===== config.mk =====
export PLATFORM = sky130hd
export DESIGN_NAME = fetch_unit
export DESIGN_NICKNAME = d
export VERILOG_FILES = /design/src/rtl/fetch_unit.sv
export SDC_FILE = /design/constraint.sdc
export NUM_CORES = 1
export LEC_CHECK = 0
export ABC_AREA = 1
export CAP_MARGIN = 10
export CORE_ASPECT_RATIO = 2
export CORE_UTILIZATION = 50
export DETAILED_ROUTE_END_ITERATION = 10
export GPL_ROUTABILITY_DRIVEN = 0
export PLACE_DENSITY_LB_ADDON = 0.25
export SLEW_MARGIN = 20
export SYNTH_ARGS = -nofsm -noshare
export SYNTH_HDL_FRONTEND = slang
export SYNTH_SLANG_ARGS = --single-unit

===== constraint.sdc =====
create_clock -name clk_i -period 10.28 [get_ports clk_i]
set_input_delay 1.028 -clock clk_i [delete_from_list [all_inputs] [get_ports clk_i]]
set_output_delay 1.028 -clock clk_i [all_outputs]
set_load 0.05 [all_outputs]

===== src/rtl/fetch_unit.sv =====
// Instruction fetch unit: issues sequential instruction-memory requests into a small
// prefetch buffer and handles redirects, including one that arrives while a request is in flight.
module fetch_unit #(
   parameter logic [31:0] RESET_PC  = 32'h0000_0000,
   parameter int          BUF_DEPTH = 2
) (
   input  logic        clk_i,
   input  logic        rst_i,
   input  logic        start_i,
   input  logic        flush_i,
   input  logic [31:0] target_i,
   output logic        imem_req_o,
   output logic [31:0] imem_addr_o,
   input  logic        imem_ack_i,
   input  logic [31:0] imem_data_i,
   output logic        valid_o,
   output logic [31:0] instr_o,
   output logic [31:0] pc_o,
   input  logic        ready_i
);

   localparam int               CNT_W   = $clog2(BUF_DEPTH + 1);
   localparam logic [CNT_W-1:0] DEPTH_C = CNT_W'(BUF_DEPTH);
   localparam logic [CNT_W-1:0] ONE_C   = CNT_W'(1);
   localparam logic [CNT_W-1:0] ZERO_C  = CNT_W'(0);

   typedef enum logic [1:0] {
      ST_IDLE  = 2'd0,
      ST_REQ   = 2'd1,
      ST_FULL  = 2'd2,
      ST_DRAIN = 2'd3
   } state_t;

   state_t           r_state;
   state_t           w_state_nxt;
   logic [31:0]      r_fetch_pc;
   logic [31:0]      w_fetch_pc_nxt;
   logic [31:0]      r_addr;
   logic [31:0]      w_addr_nxt;
   logic [CNT_W-1:0] r_count;
   logic [CNT_W-1:0] w_count_nxt;
   logic [CNT_W-1:0] w_wr_idx;
   logic             r_req;
   logic             w_req_nxt;
   logic             r_valid;
   logic             w_valid_nxt;
   logic             w_push;
   logic             w_pop;
   logic [31:0]      r_buf_pc        [BUF_DEPTH];
   logic [31:0]      r_buf_instr     [BUF_DEPTH];
   logic [31:0]      w_buf_pc_nxt    [BUF_DEPTH];
   logic [31:0]      w_buf_instr_nxt [BUF_DEPTH];

   assign w_pop    = r_valid & ready_i & ~flush_i;
   assign w_push   = (r_state == ST_REQ) & imem_ack_i & ~flush_i;
   assign w_wr_idx = w_pop ? (r_count - ONE_C) : r_count;

   // Occupancy and fetch address; a flush overrides any same-cycle push or pop.
   always_comb begin
      w_count_nxt    = r_count;
      w_fetch_pc_nxt = r_fetch_pc;
      if (flush_i) begin
         w_count_nxt    = ZERO_C;
         w_fetch_pc_nxt = {target_i[31:2], 2'b00};
      end else begin
         case ({w_push, w_pop})
            2'b10:   w_count_nxt = r_count + ONE_C;
            2'b01:   w_count_nxt = r_count - ONE_C;
            default: w_count_nxt = r_count;
         endcase
         w_fetch_pc_nxt = w_push ? (r_fetch_pc + 32'd4) : r_fetch_pc;
      end
   end

   // Fetch sequencing.
   always_comb begin
      w_state_nxt = r_state;
      case (r_state)
         ST_IDLE: w_state_nxt = start_i ? ST_REQ : ST_IDLE;
         ST_REQ: begin
            if (flush_i) begin
               w_state_nxt = imem_ack_i ? ST_REQ : ST_DRAIN;
            end else if (imem_ack_i) begin
               w_state_nxt = (w_count_nxt < DEPTH_C) ? ST_REQ : ST_FULL;
            end else begin
               w_state_nxt = ST_REQ;
            end
         end
         ST_FULL:  w_state_nxt = (flush_i | w_pop) ? ST_REQ : ST_FULL;
         ST_DRAIN: w_state_nxt = imem_ack_i ? ST_REQ : ST_DRAIN;
         default:  w_state_nxt = ST_IDLE;
      endcase
   end

   // While draining, the abandoned request keeps its original address on the bus.
   always_comb begin
      w_addr_nxt  = (w_state_nxt == ST_DRAIN) ? r_addr : w_fetch_pc_nxt;
      w_req_nxt   = (w_state_nxt == ST_REQ) | (w_state_nxt == ST_DRAIN);
      w_valid_nxt = (w_count_nxt != ZERO_C);
   end

   // Shift-down buffer: entry 0 is the head, pushes land just above the survivors.
   always_comb begin
      for (int i = 0; i < BUF_DEPTH; i++) begin
         w_buf_pc_nxt[i]    = (w_pop && (i < BUF_DEPTH - 1)) ? r_buf_pc[(i + 1) % BUF_DEPTH]
                                                             : r_buf_pc[i];
         w_buf_instr_nxt[i] = (w_pop && (i < BUF_DEPTH - 1)) ? r_buf_instr[(i + 1) % BUF_DEPTH]
                                                             : r_buf_instr[i];
         if (w_push && (w_wr_idx == CNT_W'(i))) begin
            w_buf_pc_nxt[i]    = r_fetch_pc;
            w_buf_instr_nxt[i] = imem_data_i;
         end else begin
            w_buf_pc_nxt[i]    = w_buf_pc_nxt[i];
            w_buf_instr_nxt[i] = w_buf_instr_nxt[i];
         end
      end
   end

   // Control and bus-facing registers.
   always_ff @(posedge clk_i or posedge rst_i) begin
      if (rst_i) begin
         r_state    <= ST_IDLE;
         r_fetch_pc <= RESET_PC;
         r_addr     <= RESET_PC;
         r_count    <= ZERO_C;
         r_req      <= 1'b0;
         r_valid    <= 1'b0;
      end else begin
         r_state    <= w_state_nxt;
         r_fetch_pc <= w_fetch_pc_nxt;
         r_addr     <= w_addr_nxt;
         r_count    <= w_count_nxt;
         r_req      <= w_req_nxt;
         r_valid    <= w_valid_nxt;
      end
   end

   // Prefetch buffer storage.
   always_ff @(posedge clk_i or posedge rst_i) begin
      if (rst_i) begin
         for (int i = 0; i < BUF_DEPTH; i++) begin
            r_buf_pc[i]    <= 32'd0;
            r_buf_instr[i] <= 32'd0;
         end
      end else begin
         for (int i = 0; i < BUF_DEPTH; i++) begin
            r_buf_pc[i]    <= w_buf_pc_nxt[i];
            r_buf_instr[i] <= w_buf_instr_nxt[i];
         end
      end
   end

   assign imem_req_o  = r_req;
   assign imem_addr_o = r_addr;
   assign valid_o     = r_valid;
   assign pc_o        = r_buf_pc[0];
   assign instr_o     = r_buf_instr[0];

endmodule

==> results of run 1 <==
state kept, by name (all words and copies together), names as in the netlist:
name / cells
r_buf_pc: 32
valid_o: 1
pc_o: 32
r_count: 2
imem_addr_o: 32
instr_o: 32
r_state: 2
r_fetch_pc: 32
r_buf_instr: 32
how the worst min path moves through the flow:
stage / slack, ns / depth (start not counted) / to / from
after floorplan: 0.45 / 2 / r_buf_instr[23] / r_buf_instr[23]
final: 0.48 / 2 / imem_addr_o[1] / imem_addr_o[1]
after global routing: 0.51 / 2 / imem_addr_o[0] / imem_addr_o[0]
after detailed placement: 0.46 / 2 / imem_addr_o[16] / imem_addr_o[16]
after global placement: 0.45 / 2 / imem_addr_o[3] / imem_addr_o[3]
after CTS: 0.48 / 2 / imem_addr_o[6] / imem_addr_o[6]
final cells by class:
class                      instances  area [um^2]  area share
clock inverter                    13          179      0.0150
timing repair buffer             171         1700       0.142
tap                              262          328      0.0274
multi-input combinational        701         3790       0.318
sequential                       197         4930       0.413
clock buffer                      19          443      0.0371
inverter                         150          571      0.0478
per-stage QoR:
step                      power, uW  hold slack, ns
after CTS                      3730           0.480
final                          3690           0.477
after detailed placement       3010           0.457
after floorplan                2680           0.454
after global placement         2970           0.455
after global routing           3910           0.506
worst register-to-register path, delay by kind of cell, from the launching register on:
kind	cells	cell delay [ns]
compound gates	3	1.05
simple gates	4	1.41
buf+inv	2	1.42
flops	1	0.36
kinds of logic after synthesis:
kind of cell / count (synthesis) / share of synthesized area
buf+inv: 271 / 0.143
xor+xnor: 2 / 0.00172
compound gates: 149 / 0.138
fa+ha+maj: 1 / 0.00123
simple gates: 549 / 0.231
flops: 197 / 0.485
power by group through the flow:
stage,Combinational (uW),Clock (uW),Sequential [uW]
after floorplan,1240,0,1430
after global placement,1720,0,1250
after detailed placement,1750,0,1260
after CTS,1750,727,1250
after global routing,1860,758,1290
final,1740,709,1250
placed cells by master (no fill, tap or decap), types with 2 or more instances in the layout:
cell type,n
a21oi_1,3
a31oi_1,2
and2_1,8
buf_4,5
bufinv_16,4
clkbuf_16,17
clkdlybuf4s50_1,165
clkinv_2,5
dfrtp_1,197
inv_1,145
inv_2,4
inv_6,2
nand2_1,341
nand2_2,4
nand3_1,111
nand4_1,5
nor2_1,55
nor2_2,3
nor2_4,4
nor3_1,3
o21ai_0,40
o21ai_1,34
o221ai_1,4
o221ai_2,60
o31ai_1,2
or2_2,9
xor2_1,2
routing by layer:
layer,routed length [um],vias to the layer above,share of wire,global-route usage
met5,0,-,0,0
met4,777,0,0.034,0.105
met3,942,39,0.041,0.0463
met2,11700,191,0.51,0.392
met1,9440,3687,0.41,0.276
li1,-,3839,-,-
==> impl_metrics.env, run 1 <==
export IMPL_post_drt_via_cell_ratio=5.13
export IMPL_cell_internal_pwr_uw=2070
export IMPL_timing_final_crit_period_ns=5.12
export IMPL_placed_cells=1481
export IMPL_root_buffer="clkbuf_16"
export IMPL_fin_ws_ns=5.16
export IMPL_p_leak_uw=0.00549
export IMPL_row_count=73
export IMPL_synth_cells=1169
export IMPL_ys_flop_type="dfrtp_1"
export IMPL_firstDrtPassIters=5
export IMPL_grt_start_max_net_pins=134
export IMPL_cell_taking_the_most_area_after_synthesis="dfrtp_1"
export IMPL_critPathMaxFanout=76
export IMPL_finalHoldViolations=0
export IMPL_first_pass_grt_wire_length_mm=37.1
export IMPL_net_switching_power_uw=1630
export IMPL_die_area_mm2=0.0209
export IMPL_cts_clk_slew_worst_paths_ns=0.07
export IMPL_setup_tns_ns=0
export IMPL_detail_route_drc_violations=0
export IMPL_synth_cell_area_mm2=0.0102
export IMPL_worst_path_largest_cell_delay_ns=0.81
export IMPL_gr_usage_all_layers=0.231
export IMPL_rsz0062_at_grt="no"
export IMPL_most_frequent_cells_after_synthesis="342 x nand2_1, 197 x dfrtp_1, 146 x inv_1"
export IMPL_final_cell_area_mm2=0.0119
export IMPL_placeableCoreArea_mm2=0.0199
export IMPL_critical_path_buf_inv_count=3
export IMPL_synth_enable_flop_cells=0
export IMPL_count_of_cell_types_in_the_netlist=37
export IMPL_r2r_cells=9
export IMPL_fin_skew_ns=0.00862
export IMPL_worst_case_clock_buffer_depth=2
export IMPL_grt_pass1_vias=7427
export IMPL_synth_top_cell_area_share=0.485
export IMPL_postSynthRegisterBits=197
export IMPL_clkPwrFrac=0.192
export IMPL_detail_route_antenna_nets=0
export IMPL_cpMostUsedCell="buf_4"
export IMPL_worst_skew_pair_late_latency_ns=0.44
export IMPL_share_seq_of_total_power=0.338
export IMPL_yosysMostFrequentCell="nand2_1"
export IMPL_timing_critical_path_to_type="flop"
export IMPL_finalSetupViolations=0
export IMPL_syn_area_per_cell_um2=8.69
export IMPL_net_total_in_the_final_layout=1309
export IMPL_r2r_end="instr_o[14]"
export IMPL_num_io_pins=168
export IMPL_warning_count_from_the_yosys_run=0
export IMPL_timing_max_transition_violations_final=0
export IMPL_critical_path_top_delay_family="buffers and inverters"
export IMPL_tritoncts="done"
export IMPL_post_route_cells_drive_above_1_share=0.103
export IMPL_setup_worst_path_start="flush_i"
export IMPL_worstMarginPinSlew_ns=1.09
export IMPL_initial_utilization=0.510
export IMPL_port_buffers=165
export IMPL_r2r_setup_slk_ns=5.86
export IMPL_grt_antenna_before_repair=0
export IMPL_cts_buffers=17
export IMPL_outcome="complete, no violations"
export IMPL_die_w_um=103
export IMPL_dp_slack_ns=4.69
export IMPL_n_fill_cell=1811
export IMPL_worstSetupEndpoint="instr_o[14]"
export IMPL_slew_headroom=0.272
export IMPL_crit_path_cell_trace="clkdlybuf4s50_1, nor2_4, buf_4, nand2_2, a21oi_4, nand3_4, o21ai_4, buf_4, o221ai_1"
export IMPL_worst_ep_arrival_time_ns=5.39
export IMPL_comb_power_share=0.470
export IMPL_h_tree_level_count=4
export IMPL_slowest_cell_on_the_critical_path="nand3_4"
export IMPL_tritoncts_num_sinks=197
export IMPL_drt_iter0_markers=355
export IMPL_post_cts_repair_setup_buffers=0
export IMPL_number_of_buffers_added_to_fix_hold_violations_after_cts=0
export IMPL_pwrdens_mw_per_mm2=309
export IMPL_finish_utilization=0.600
export IMPL_grt_overflow_total=0
export IMPL_antennaDiodeCount=0
export IMPL_async_flop_share=1.00
export IMPL_flow_area_growth_from_synthesis_pct=17.5
export IMPL_fp_dieH_um=204
export IMPL_place_detailed_hpwl_mm=15.7
export IMPL_cp_required_ns=10.55
export IMPL_cp_depth=9
export IMPL_syn_num_nets=1240
export IMPL_max_freq_mhz=195
export IMPL_r2r_start="valid_o"
export IMPL_routed_via_count=7756
export IMPL_vdd_ir_drop_max_uv=172
export IMPL_switching_share_of_power=0.441
export IMPL_hold_path_class="flop to flop"
export IMPL_routed_len_inst_um=15.1
export IMPL_final_min_period_over_clock_period=0.498
export IMPL_finalNonFillerCells=1513
export IMPL_synth_seq_area_share=0.485
export IMPL_dpl_cell_area_mm2=0.0113
export IMPL_synth_top_cells_by_area="dfrtp_1 49%, nand2_1 13%, o221ai_2 8.9%, nand3_1 5.5%, inv_1 5.4%"
export IMPL_cts_resized=0
export IMPL_worst_setup_path_type="input pin to flop"
export IMPL_routed_wl_mm=22.9
export IMPL_timing_critical_path_from_type="input pin"
export IMPL_max_cap_violations=0
Note: power is estimated with default switching activity, not from simulation.
==> run 2: changes to the inputs <==
- clock period: 10.28 -> 5.4 ns (I/O delays scaled with it)
==> run 2 against run 1 <==
Routed wire length rose by 1.3%. Non-clock buffer count rose by 3. Clock skew fell by 0.0029 ns. Final cell count rose by 0.20%. Global-route usage rose by 0.53 points. Sequential cell count did not move. Combinational power rose by 91%. Register-to-register slack got worse by 3.7 ns. Critical path depth rose by 2. Sequential share of layout area fell by 0.20 points. First-iteration DRC count rose by 18%. Critical path type unchanged. Critical endpoint is now imem_addr_o[25]. Highest routed layer unchanged.
==> impl_metrics.env, run 2 (synthesis gave the netlist of run 1 again) <==
export IMPL_r2r_setup_slk_ns=2.19
export IMPL_post_cts_repair_setup_buffers=0
export IMPL_finalSetupViolations=0
export IMPL_detail_route_antenna_nets=0
export IMPL_worst_path_largest_cell_delay_ns=0.63
export IMPL_r2r_end="imem_addr_o[25]"
export IMPL_seqCellArea_mm2=0.00493
export IMPL_tritoncts_num_sinks=197
export IMPL_fin_skew_ns=0.00576
export IMPL_r2r_cells=11
export IMPL_row_count=73
export IMPL_mostFrequentLayoutCell="nand2_1"
export IMPL_num_io_pins=168
export IMPL_first_pass_grt_wire_length_mm=38.2
export IMPL_slowest_cell_on_the_critical_path="clkdlybuf4s50_1"
export IMPL_worst_setup_path_type="input pin to flop"
export IMPL_r2r_start="valid_o"
export IMPL_multi_input_comb_area_mm2=0.00379
export IMPL_worst_skew_pair_late_latency_ns=0.44
export IMPL_worstSetupEndpoint="imem_addr_o[25]"
export IMPL_outcome="complete, no violations"
export IMPL_p_leak_uw=0.00549
export IMPL_finalHoldViolations=0
export IMPL_post_drt_via_cell_ratio=5.18
export IMPL_grt_antenna_before_repair=0
export IMPL_cp_depth=11
export IMPL_antennaDiodeCount=0
export IMPL_pwrdens_mw_per_mm2=588
export IMPL_slew_headroom=0.525
export IMPL_critPathMaxFanout=55
export IMPL_grt_start_max_net_pins=186
export IMPL_crit_path_cell_trace="clkdlybuf4s50_1, nor2_4, buf_4, nand2_1, nand2_1, nand2_1, nand4_2, nand4_4, inv_2, nand2_1, nand2_1"
export IMPL_routed_via_count=7847
export IMPL_worst_case_clock_buffer_depth=2
export IMPL_die_w_um=103
export IMPL_port_buffers=165
export IMPL_max_cap_violations=0
export IMPL_layout_common_cells="341 x nand2_1, 197 x dfrtp_1, 165 x clkdlybuf4s50_1"
export IMPL_critical_path_top_delay_family="buffers and inverters"
export IMPL_placeableCoreArea_mm2=0.0199
export IMPL_post_route_cells_drive_above_1_share=0.104
export IMPL_firstDrtPassIters=5
export IMPL_h_tree_level_count=4
export IMPL_die_area_mm2=0.0209
export IMPL_place_detailed_hpwl_mm=16.3
export IMPL_setup_worst_path_start="flush_i"
export IMPL_power_total_uw=7060
export IMPL_initial_utilization=0.510
export IMPL_setup_tns_ns=0
export IMPL_timing_critical_path_from_type="input pin"
export IMPL_root_buffer="clkbuf_16"
export IMPL_rsz0062_at_grt="no"
export IMPL_number_of_buffers_added_to_fix_hold_violations_after_cts=0
export IMPL_final_hold_worst_slack_ns=0.424
export IMPL_cpMostUsedCell="nand2_1"
export IMPL_cts_resized=0
export IMPL_flow_area_growth_from_synthesis_pct=18.1
export IMPL_fp_dieH_um=204
export IMPL_hold_path_class="input pin to async pin"
export IMPL_net_total_in_the_final_layout=1312
export IMPL_n_fill_cell=1782
export IMPL_routed_wl_mm=23.2
export IMPL_cts_clk_slew_worst_paths_ns=0.07
export IMPL_tritoncts="done"
export IMPL_grt_overflow_total=0
export IMPL_cts_buffers=17
export IMPL_critical_path_buf_inv_count=3
export IMPL_cp_required_ns=5.78
export IMPL_timing_max_transition_violations_final=0
export IMPL_timing_critical_path_to_type="flop"
export IMPL_drt_iter0_markers=420
export IMPL_worstMarginPinSlew_ns=0.713
export IMPL_worst_ep_arrival_time_ns=3.90
export IMPL_final_min_period_over_clock_period=0.651
export IMPL_routed_len_inst_um=15.3
export IMPL_max_freq_mhz=284
export IMPL_grt_pass1_vias=7742
export IMPL_gr_usage_all_layers=0.236
export IMPL_detail_route_drc_violations=0
export IMPL_timing_final_crit_period_ns=3.52
export IMPL_vdd_ir_drop_max_uv=352
[run 2: stage by stage]
step,area (um^2),std cells,util,worst slack [ns]
floorplan,10200,1169,-,2.31
global placement,11300,1483,0.570,1.40
detailed placement,11300,1483,0.570,1.35
CTS,12000,1515,0.601,1.84
global route,12000,1516,0.603,1.50
finish,12000,1516,0.603,1.88
[run 2: worst register-to-register path, cell delays in order, from the launching register on]
cell and delay, ns:
dfrtp_1 0.37, nand2_2 0.14, nor2_4 0.31, buf_4 0.60, nand2_1 0.20, nand2_1 0.10
nand2_1 0.07, nand4_2 0.12, nand4_4 0.42, inv_2 0.60, nand2_1 0.13, nand2_1 0.09
[run 2: cell type report]
type                    count  area share
clock buffers              21      0.0384
clock inverters            11      0.0144
inverters                 150      0.0472
multi-input cells         701       0.316
flip-flops and latches    197       0.411
well taps                 262      0.0273
repair buffers            174       0.146
[run 2: worst min-delay path by stage]
stage | end | slack [ns] | cells after the start | start
finish | instr_o[6] | 0.42 | 2 | rst_i
global route | r_buf_instr[1] | 0.45 | 2 | rst_i
CTS | instr_o[6] | 0.42 | 2 | rst_i
detailed placement | imem_addr_o[16] | 0.46 | 2 | imem_addr_o[16]
global placement | imem_addr_o[4] | 0.46 | 2 | imem_addr_o[4]
floorplan | r_buf_instr[23] | 0.45 | 2 | r_buf_instr[23]
[run 2: layer usage]
metal | global-route usage | share of wire
met1 | 0.281 | 0.41
met2 | 0.396 | 0.50
met3 | 0.0353 | 0.038
met4 | 0.137 | 0.048
met5 | 0 | 0
[run 2: report_power, final]
group          leakage (uW)  internal [uW]  switching [uW]
Sequential          0.00248           2040             337
Clock              0.000296            802             560
Combinational       0.00272           1110            2210
Total               0.00549           3950            3110
==> run 3: changes to the inputs <==
- clock period: 5.4 -> 3.4 ns (I/O delays scaled with it)
==> run 3 against run 2 <==
Clock skew increased by 0.0028 ns. Non-clock buffer count increased by 4. Largest power group unchanged. Via count increased by 0.23%. Final cell count increased by 0.26%. Combinational power increased by 60%. Sequential cell count unchanged. Sequential share of layout area decreased by 0.13 points. Power increased by 58%. Highest routed layer unchanged.
==> impl_metrics.env, run 3 (synthesis gave the netlist of run 1 again) <==
export IMPL_tritoncts="done"
export IMPL_port_buffers=165
export IMPL_flow_area_growth_from_synthesis_pct=18.5
export IMPL_cts_buffers=17
export IMPL_finalHoldViolations=0
export IMPL_vdd_ir_drop_max_uv=518
export IMPL_placeableCoreArea_mm2=0.0199
export IMPL_h_tree_level_count=4
export IMPL_net_total_in_the_final_layout=1316
export IMPL_routed_wl_mm=23.0
export IMPL_hold_path_class="input pin to async pin"
export IMPL_detail_route_antenna_nets=0
export IMPL_cts_resized=0
export IMPL_timing_max_transition_violations_final=0
export IMPL_row_count=73
export IMPL_antennaDiodeCount=0
export IMPL_fin_skew_ns=0.00859
export IMPL_number_of_buffers_added_to_fix_hold_violations_after_cts=0
export IMPL_slew_headroom=0.347
export IMPL_clkPwrFrac=0.188
export IMPL_rsz0062_at_grt="no"
export IMPL_timing_critical_path_to_type="flop"
export IMPL_cell_internal_pwr_uw=6230
export IMPL_fin_ws_ns=1.04
export IMPL_layout_common_cells="341 x nand2_1, 197 x dfrtp_1, 165 x clkdlybuf4s50_1"
export IMPL_worst_skew_pair_late_latency_ns=0.43
export IMPL_initial_utilization=0.510
export IMPL_post_cts_repair_setup_buffers=0
export IMPL_worst_setup_path_type="flop to flop"
export IMPL_firstDrtPassIters=5
export IMPL_cts_clk_slew_worst_paths_ns=0.07
export IMPL_final_min_period_over_clock_period=0.694
export IMPL_cp_required_ns=3.72
export IMPL_die_w_um=103
export IMPL_grt_overflow_total=0
export IMPL_grt_antenna_before_repair=0
export IMPL_routed_via_count=7865
export IMPL_post_route_cells_drive_above_1_share=0.108
export IMPL_multi_input_comb_area_mm2=0.00379
export IMPL_num_io_pins=168
export IMPL_timing_critical_path_from_type="flop"
export IMPL_finalSetupViolations=0
export IMPL_switching_share_of_power=0.442
export IMPL_root_buffer="clkbuf_16"
export IMPL_net_switching_power_uw=4940
export IMPL_post_drt_via_cell_ratio=5.17
export IMPL_place_detailed_hpwl_mm=16.1
export IMPL_outcome="complete, no violations"
export IMPL_worst_case_clock_buffer_depth=2
export IMPL_first_pass_grt_wire_length_mm=37.8
export IMPL_p_leak_uw=0.00552
export IMPL_share_seq_of_total_power=0.337
export IMPL_dp_slack_ns=0.614
export IMPL_drt_iter0_markers=350
export IMPL_max_freq_mhz=424
export IMPL_grt_start_max_net_pins=129
export IMPL_seqCellArea_mm2=0.00493
export IMPL_placed_cells=1488
export IMPL_grt_pass1_vias=7839
export IMPL_timing_final_crit_period_ns=2.36
export IMPL_routed_len_inst_um=15.1
export IMPL_worst_ep_arrival_time_ns=2.68
export IMPL_worstMarginPinSlew_ns=0.975
export IMPL_fp_dieH_um=204
export IMPL_mostFrequentLayoutCell="nand2_1"
export IMPL_max_cap_violations=0
export IMPL_tritoncts_num_sinks=197
export IMPL_pwrdens_mw_per_mm2=928
export IMPL_critPathMaxFanout=6
export IMPL_finalNonFillerCells=1520
export IMPL_n_fill_cell=1800
export IMPL_gr_usage_all_layers=0.234
export IMPL_comb_power_share=0.475
export IMPL_detail_route_drc_violations=0
export IMPL_setup_tns_ns=0
export IMPL_die_area_mm2=0.0209
[run 3: changes by cell type in the layout (fill, tap and decap cells not counted)]
cell,before,now
buf_16,1,0
clkinv_2,1,2
clkbuf_8,2,1
clkinv_4,0,1
buf_12,1,5
clkbuf_1,2,1
buf_4,7,8
inv_6,2,5
bufinv_16,4,3
clkinvlp_4,5,3
[run 3: routing by layer]
layer | global-route usage | up-vias | wire, um | part of all wire
met1 | 0.284 | 3735 | 9490 | 0.41
met3 | 0.0432 | 57 | 913 | 0.040
li1 | - | 3856 | - | -
met5 | 0 | - | 0 | 0
met4 | 0.116 | 0 | 974 | 0.042
met2 | 0.390 | 217 | 11600 | 0.51
[run 3: critical path, stage by stage (launching register included)]
cell and delay (ns):
dfrtp_1 0.49, ha_1 0.29, nand3_1 0.33, nor3_1 0.57
nand2_1 0.12, nand2_1 0.08, nand2_1 0.05, nand2_1 0.05
nand3_1 0.09, and2_1 0.16
[run 3: layout make-up]
class / instances / share of cell area
flip-flops and latches: 197 / 0.409
multi-input cells: 701 / 0.315
repair buffers: 178 / 0.150
inverters: 150 / 0.0471
clock buffers: 19 / 0.0368
well taps: 262 / 0.0272
clock inverters: 13 / 0.0139
[run 3: per-stage QoR]
step	hold WS, ns	instance area, um^2	utilization	total power [uW]
global placement	0.455	11400	0.574	9050
floorplan	0.454	10200	-	8100
CTS	0.380	12000	0.605	11300
finish	0.372	12000	0.605	11200
global route	0.406	12000	0.605	11800
detailed placement	0.460	11400	0.574	9150
[run 3: power groups by stage]
stage          sequential, uW  combinational [uW]  clock (uW)
6_report                 3760                5310        2100
5_1_grt                  3890                5720        2230
4_1_cts                  3770                5360        2150
3_5_place_dp             3800                5350           0
3_3_place_gp             3780                5270           0
2_1_floorplan            4340                3760           0
[run 3: final timing paths]
kind / start / to / slack (ns) / depth (start not counted)
worst min-delay path: rst_i / instr_o[5] / 0.37 / 2
worst max register to register: r_fetch_pc[2] / r_fetch_pc[26] / 1.04 / 9
max in group asynchronous: rst_i / r_buf_pc[6] / 2.12 / 3
worst min register to register: imem_addr_o[3] / imem_addr_o[3] / 0.48 / 2
min in group clk_i: target_i[11] / r_fetch_pc[11] / 0.46 / 3
worst max-delay path: r_fetch_pc[2] / r_fetch_pc[26] / 1.04 / 9
